**config.mk**
```make
export PLATFORM = sky130hd
export DESIGN_NAME = uaz_data_bus_responder
export DESIGN_NICKNAME = d
export VERILOG_FILES = /design/src/rtl/uaz_data_bus_responder.sv
export SDC_FILE = /design/constraint.sdc
export NUM_CORES = 2
export LEC_CHECK = 0
export CAP_MARGIN = 20
export CORE_UTILIZATION = 50
export CTS_CLUSTER_SIZE = 28
export DETAILED_ROUTE_END_ITERATION = 8
export PLACE_DENSITY = 0.68
export SLEW_MARGIN = 10
export SYNTH_ARGS = -nofsm -noshare
export SYNTH_HDL_FRONTEND = slang
export SYNTH_SLANG_ARGS = --single-unit
```
**constraint.sdc**
```tcl
create_clock -name i_Clk -period 2.1 [get_ports i_Clk]
set_clock_uncertainty 0.1 [all_clocks]
set_input_delay 0.63 -clock i_Clk [delete_from_list [all_inputs] [get_ports i_Clk]]
set_output_delay 0.63 -clock i_Clk [all_outputs]
set_load 0.005 [all_outputs]
```
**src/rtl/uaz_data_bus_responder.sv**
```systemverilog
// Data-side bus responder for the MicroUAZ core: data RAM plus a small I/O page
// (GPIO out, synchronised GPIO in, prescaled 8-bit timer with a sticky overflow).
module uaz_data_bus_responder #(
  parameter int         RAM_DEPTH = 240,
  parameter int         PRESCALE  = 4,
  parameter logic [7:0] IO_BASE   = 8'hF0
) (
  input  logic       i_Clk,
  input  logic       i_Reset,
  input  logic [7:0] i_Address,
  input  logic [7:0] i_DataOut,
  input  logic       i_ReadWrite,
  output logic [7:0] o_DataIn,
  input  logic [7:0] i_Gpio,
  output logic [7:0] o_Gpio,
  output logic       o_TimerIrq
);

  localparam int AW = (RAM_DEPTH > 1) ? $clog2(RAM_DEPTH) : 1;
  localparam int PW = (PRESCALE > 1) ? $clog2(PRESCALE) : 1;
  localparam logic [PW-1:0] PRE_LAST = PW'(PRESCALE - 1);
  localparam logic [8:0]    RAM_END  = 9'(RAM_DEPTH);

  logic [7:0]    ram [RAM_DEPTH];
  logic [7:0]    dout_reg;
  logic [7:0]    gpio_out_reg;
  logic [7:0]    sync1_reg;
  logic [7:0]    sync2_reg;
  logic [7:0]    timer_reg;
  logic [PW-1:0] pre_reg;
  logic          en_reg;
  logic          ovf_reg;

  logic          is_ram;
  logic          is_io;
  logic [7:0]    io_off;
  logic [AW-1:0] ram_idx;
  logic          wr_gpio;
  logic          wr_timer;
  logic          wr_ctrl;
  logic          wr_status;
  logic          tick;
  logic          clr;
  logic          ovf_set;
  logic [7:0]    rd_data;

  assign is_ram    = ({1'b0, i_Address} < RAM_END);
  assign is_io     = (i_Address >= IO_BASE);
  assign io_off    = i_Address - IO_BASE;
  assign ram_idx   = i_Address[AW-1:0];

  assign wr_gpio   = i_ReadWrite && is_io && (io_off == 8'd0);
  assign wr_timer  = i_ReadWrite && is_io && (io_off == 8'd2);
  assign wr_ctrl   = i_ReadWrite && is_io && (io_off == 8'd3);
  assign wr_status = i_ReadWrite && is_io && (io_off == 8'd4);

  assign tick      = en_reg && (pre_reg == PRE_LAST);
  assign clr       = wr_ctrl && i_DataOut[1];
  // A load or clear on the wrap edge discards the increment, so it cannot overflow.
  assign ovf_set   = tick && (timer_reg == 8'hFF) && !clr && !wr_timer;

  always_comb begin
    rd_data = 8'h00;
    if (is_ram) begin
      rd_data = ram[ram_idx];
    end else if (is_io) begin
      case (io_off)
        8'd0:    rd_data = gpio_out_reg;
        8'd1:    rd_data = sync2_reg;
        8'd2:    rd_data = timer_reg;
        8'd3:    rd_data = {7'd0, en_reg};
        8'd4:    rd_data = {7'd0, ovf_reg};
        default: rd_data = 8'h00;
      endcase
    end
  end

  // RAM contents are deliberately left out of reset.
  always_ff @(posedge i_Clk) begin
    if (i_ReadWrite && is_ram) begin
      ram[ram_idx] <= i_DataOut;
    end
  end

  always_ff @(posedge i_Clk or negedge i_Reset) begin
    if (!i_Reset) begin
      dout_reg     <= 8'h00;
      gpio_out_reg <= 8'h00;
      sync1_reg    <= 8'h00;
      sync2_reg    <= 8'h00;
      timer_reg    <= 8'h00;
      pre_reg      <= '0;
      en_reg       <= 1'b0;
      ovf_reg      <= 1'b0;
    end else begin
      sync1_reg <= i_Gpio;
      sync2_reg <= sync1_reg;

      if (!i_ReadWrite) begin
        dout_reg <= rd_data;
      end

      if (wr_gpio) begin
        gpio_out_reg <= i_DataOut;
      end

      if (wr_ctrl) begin
        en_reg <= i_DataOut[0];
      end

      if (clr) begin
        timer_reg <= 8'h00;
        pre_reg   <= '0;
      end else if (wr_timer) begin
        timer_reg <= i_DataOut;
        pre_reg   <= '0;
      end else if (en_reg) begin
        if (tick) begin
          pre_reg   <= '0;
          timer_reg <= timer_reg + 8'd1;
        end else begin
          pre_reg <= pre_reg + 1'b1;
        end
      end

      if (ovf_set) begin
        ovf_reg <= 1'b1;
      end else if (wr_status && i_DataOut[0]) begin
        ovf_reg <= 1'b0;
      end
    end
  end

  assign o_DataIn   = dout_reg;
  assign o_Gpio     = gpio_out_reg;
  assign o_TimerIrq = ovf_reg;

endmodule

```
Word level (Yosys, flattened, before mapping)
Memories as Yosys holds them, arrays and structs flattened.
Index checks and enable logic that the tools add are counted.
{"block": "word_totals", "register_bits": 44, "mem_bits_rw": 1920, "mem_count": 1}
{"name": "ram", "words": 240, "width": 8, "read_ports": 1, "rd_ports_with_merged_regs": 0, "write_ports": 1, "line_no": "24", "rtl": "logic [7:0] ram [RAM_DEPTH];"}
{"block": "classes", "addsub": 3, "n_lt_le_gt_ge": 2, "n_eq_ne": 6, "n_mux": 15, "n_reduce_logical": 19}
{"op": "two-way mux 8 bit", "count": 6}
{"op": "case mux 8 bit (5 select lines)", "count": 1}
{"op": "== test 8 x 2 -> 1 bit (second input constant)", "count": 2}
{"op": "logical AND 1 bit", "count": 12}
{"op": "adder 8 x 1 -> 8 bit (second input constant)", "count": 1}
{"op": "== test 8 x 1 -> 1 bit (second input constant)", "count": 1}
{"op": "== test 8 x 3 -> 1 bit (second input constant)", "count": 1}
{"op": "== test 8 bit (second input constant)", "count": 1}
{"op": ">= comparator 8 bit (second input constant)", "count": 1}
{"op": "logical NOT 8 bit", "count": 1}
{"op": "< comparator 8 bit (second input constant)", "count": 1}
{"op": "two-way mux 2 bit", "count": 4}
{"op": "subtractor 8 bit (second input constant)", "count": 1}
{"op": "nonzero test 3 bit", "count": 2}
{"op": "two-way mux 1 bit", "count": 4}
{"op": "adder 2 x 1 -> 2 bit (second input constant)", "count": 1}
{"op": "== test 2 bit (second input constant)", "count": 1}
{"op": "logical NOT 1 bit", "count": 2}
{"op": "AND reduction 2 bit", "count": 1}
{"op": "nonzero test 2 bit", "count": 1}

Logic depth before layout (Yosys ltp)
{"block": "depth", "word_depth": 8, "ltp_mapped": 12, "depth_no_buf": 8}

Worst setup path after synthesis
Ideal clock, no wire load.
{"block": "synth_path", "path_type": "in2reg", "start": "in i_Address[3]", "end": "mem ram[111][0] (enable)", "setup_time_ps": 370, "arrival_ps": 2515, "required_ps": 1630, "slack_ps": -885, "cell_stages": 8, "path_cell_list": "buf_2 -> clkbuf_1 -> buf_1 -> nand2_1 -> nor2_1 -> nand3_1 -> clkbuf_1 -> nor2_1"}
{"block": "synth_via", "elab_chain_cells": 4}
{"element": "start: declaration", "line_no": "10", "rtl": "input logic [7:0] i_Address,"}
{"element": "< comparator 8 bit", "line_no": "47", "rtl": "assign is_ram = ({1'b0, i_Address} < RAM_END);"}
{"element": "logical AND 1 bit", "line_no": "80", "rtl": "if (i_ReadWrite && is_ram) begin"}
{"element": "two-way mux 1 bit", "line_no": "80"}
{"element": "two-way mux 1 bit (implied by the code)", "line_no": "81", "rtl": "ram[ram_idx] <= i_DataOut;"}
{"element": "end: declaration", "line_no": "24"}
Several ways; a longest one is shown, not always the timed one.

Final worst setup path
{"block": "layout_path", "start": "in i_Address[3]", "end": "reg dout_reg[0], in the netlist o_DataIn[0]"}
{"block": "layout_via", "elab_chain_cells": 5}
{"element": "subtractor 8 bit", "line_no": "49", "rtl": "assign io_off = i_Address - IO_BASE;"}
{"element": "== test 8 x 3 -> 1 bit (tied with other cells)", "line_no": "67", "rtl": "case (io_off)"}
{"element": "case mux 8 bit (5 select lines)", "line_no": "67"}
{"element": "two-way mux 8 bit", "line_no": "66", "rtl": "end else if (is_io) begin"}
{"element": "two-way mux 8 bit *", "line_no": "64", "rtl": "if (is_ram) begin"}
{"element": "end signal: assignment", "line_no": "100", "rtl": "dout_reg <= rd_data;"}
{"element": "end: declaration", "line_no": "25", "rtl": "logic [7:0] dout_reg;"}
Every way passes the cells marked *; elsewhere a longest branch is shown, timed or not.
A chain may end at the register's enable or synchronous reset.

==> results.md <==
- CTS tree: done
- Initial antenna violation count: 8
- PortBufs: 43
- Final Net Count: ~4600
- Full die area: roughly 150000 um2
- Initial core utilization: 0.5064
- Post-synthesis xor/xnor area fraction: 0.0008035
- Ys async rst share: 0.02240
- Yosys top cell by area: edfxtp_1
- Sequential share of the synthesized area: 0.7701
- Bufs on Longest Clock Path: 3
- Worst Max-Slew Pin Slew: between 0.7 and 0.8 ns
- Fraction of layout cells with a size suffix above 1: 0.4206
- Reg area: between 50000 and 60000 um2
- Main combinational cell family by area after synthesis: multiplexers
- Largest Register: ram
- Max reg flops: 1920
- Post-synthesis mux area share: 0.1497
- CP Cell Sequence: buf_4, buf_12, nor2_2, buf_4, a32oi_1, buf_4, buf_4, buf_4, a21oi_2, nand3_1, nor2_2, a22o_1
- Type of the tightest min-delay check: primary input to flop
- Root buf cell: clkbuf_16
- # IOs: 44
- CP bufs+invs: 6
- Achievable Freq: between 400 and 500 MHz
- Routed WL: ~210 mm
- Family with the most delay on the worst path: buffers and inverters
- Most common library cells after synthesis: 1920 x edfxtp_1, 450 x mux4_2, 303 x nor2_1
- Slew Limit Headroom: 0.4985
- Floorplan Core Area: approximately 150000 um2
- Setup TNS: -4.621 ns
- Top post-synthesis cells by area: edfxtp_1 76%, mux4_2 13%, mux2i_1 1.5%
- Run status: finished, violations left
- Most common cell in the netlist: edfxtp_1
- Drt drc: 0
- Global-route wire length before repair: ~300 mm
- Layout area overhead: 26.45%
- Grt ovf: 0
- Post-synthesis register bit count: roughly 2000
- Num CTS Buffers: between 150 and 200
- EDFF count, synth: between 1500 and 2000
- Synth Area in Compound Gates: 0.02799
- Post-Synth Simple-Gate Area: 0.03568
- Fin. Hold Viols: 0
- VDD IR-drop max: 0.0008326 V
- Leakage Power: 0.03160 uW
- Vias in the first global route: around 42000
- Pin count of the biggest net entering global routing: roughly 100
- Die X-Extent: roughly 400 um
- Setup slack after layout: -0.3922 ns
- Crit. End Element: flop
- Die Ht: 392.6 um
- YS warnings: 0
- Slowest cell on crit path: a21oi_2
- Clk slew on worst S/H paths: about 0.060 ns
- Post-Syn Instances: 3699
- FF-to-FF setup slack: -0.36 ns
- Mapped Area: around 76000 um2
- Syn nets: roughly 3700
- WP data required: between 2 and 3 ns
- Gpl congestion: around 0.93
- Crit path arrival time: approximately 3.2 ns
- Dpl hpwl: 139.7 mm
- Cell mode on critical path: buf_4
- Max Cap Viol: 0
- Synth top area share: 0.7556
- Avg Cell Area, Syn: slightly above 20 um2
- Antenna viol nets, final: 0
- Clk sink count: a little under 2000
- Worst-path fanout max: 17
- Fillers: slightly below 10000
- Violated checks: negative setup slack
- Area of the multi-input gates: 18600 um2
- Vias after detailed routing: roughly 42000
- Placed cell count: ~6300
- Clk_lat worst skew: 0.84 ns
- Final period utilization: 1.187
- # H-tree levels: 4
- Final Slew Violations: 0
- Power Density: 865.3 nW/um2
- Final Non-Filler Cells: around 6700
- Yosys cell types: between 60 and 70
- CP max stage delay: roughly 0.36 ns
- Drt wl/cell: 31.38 um
- Total GRT Usage: 0.2767
- Starting DRT DRC Count: ~5200
- Synth Flop Type: edfxtp_1
- Row Count: roughly 140
- Vias/cell: roughly 6.2
- CP startpoint kind: primary input
- Synth Area in Adders: 0.0003280
- Setup CP Type: primary input to flop
- RSZ-0062 raised after global routing: true
- Pre-Repair DR Iteration Count: 6
- Final setup vio count: 95
- Antenna Cells: 0
- Fin crit period: 2.492 ns
==> cells in the final DEF, fill, tap and decap left out, types with 10 or more instances in the layout <==
| cell | netlist | final |
|---|---|---|
| mux2i_1 | 114 | 106 |
| nand2_1 | 138 | 113 |
| nand2_2 | 0 | 19 |
| nand4_1 | 10 | 10 |
| bufinv_16 | 0 | 22 |
| nand3_1 | 63 | 52 |
| o21ai_0 | 37 | 27 |
| clkinv_2 | 0 | 31 |
| mux4_2 | 450 | 450 |
| nor3_1 | 27 | 19 |
| clkinv_1 | 0 | 46 |
| buf_6 | 17 | 38 |
| clkbuf_16 | 0 | 195 |
| o221ai_1 | 11 | 11 |
| dfrtp_1 | 44 | 36 |
| a21oi_1 | 28 | 23 |
| buf_4 | 25 | 550 |
| clkbuf_1 | 87 | 33 |
| edfxtp_1 | 1920 | 1920 |
| nor2_1 | 303 | 79 |
| a31oi_1 | 15 | 12 |
| a22oi_1 | 76 | 67 |
| nor2_2 | 1 | 45 |
| and3_1 | 23 | 21 |
| nor2_4 | 0 | 180 |
| clkinvlp_4 | 0 | 11 |
| o22ai_2 | 0 | 11 |
| buf_2 | 79 | 13 |
| o22ai_1 | 49 | 36 |
| buf_12 | 0 | 255 |
| mux2_2 | 13 | 11 |
| clkbuf_8 | 0 | 10 |
==> report_power, final <==
part	switching, uW	internal, uW
Combinational	3290	2520
Sequential	207	43200
Clock	14600	19700
==> per-stage QoR <==
stage                       util  area, um2  power, uW  hold slack (ns)  setup slack, ns
after floorplan                -      78230      46650           0.2312          -0.5247
after global placement    0.5875      88520      49520           0.2365           -1.566
after detailed placement  0.5875      88520      49600           0.2355           -1.534
after CTS                 0.6373      96020      83550          0.08423          -0.3148
after global routing      0.6404      96480      85440          0.09956          -0.4223
final                     0.6404      96480      83490           0.1385          -0.3922
==> area by class of cell <==
cell class	count	area share
sequential	1964	0.6091
multi-input combinational	1507	0.1928
timing repair buffer	892	0.1071
clock buffer	228	0.05163
tap	2016	0.02614
clock inverter	126	0.01312
inverter	3	0.0001426
==> final timing paths <==
| check | start | end | cells after the start |
|---|---|---|---|
| min in group asynchronous | i_Reset | pre_reg[1]$_DFFE_PN0P_ | 3 |
| max | i_Address[3] | o_DataIn[0]$_DFFE_PN0N_ | 12 |
| max reg2reg | o_Gpio[0]$_DFFE_PN0P_ | o_DataIn[0]$_DFFE_PN0N_ | 7 |
| max in group asynchronous | i_Reset | o_DataIn[5]$_DFFE_PN0N_ | 3 |
| min reg2reg | sync1_reg[6]$_DFF_PN0_ | sync2_reg[6]$_DFF_PN0_ | 0 |
| min | i_DataOut[0] | ram[76][0]$_DFFE_PP_ | 1 |
==> routing by layer <==
metal | global-route usage | up-vias | part of all wire
met5 | 0 | - | 0.00026
met4 | 0.1074 | 8 | 0.040
met3 | 0.06258 | 382 | 0.10
met2 | 0.4299 | 2399 | 0.47
met1 | 0.3835 | 22020 | 0.39
li1 | - | 17134 | -
==> repair_timing <==
action,in CTS,in global routing
gates cloned,7,2
pin swaps,51,28
hold buffers,2,0
hold endpoints to repair,50,0
endpoints found under the setup margin,1927,1593
buffers inserted,55,11
resized for setup,221,84
==> worst register-to-register path: stages, from the launching register on <==
cell	delay, ns
dfrtp_1	0.41
mux4_2	0.50
a32oi_1	0.19
buf_4	0.19
o2111ai_2	0.18
nor3_2	0.33
o211ai_1	0.22
a22o_1	0.23
==> logic make-up (layout without fill, tap and decap cells) <==
| group | count (synthesis) | count (layout) |
|---|---|---|
| muxes | 577 | 577 |
| adders and majority gates | 2 | 2 |
| and+or+nand+nor | 619 | 619 |
| AOI/OAI and AO/OA | 302 | 302 |
| buffers and inverters | 228 | 1249 |
| xor gates and xnor gates | 7 | 7 |
| DFF | 1964 | 1964 |
Power figures use the tool's default switching activity.
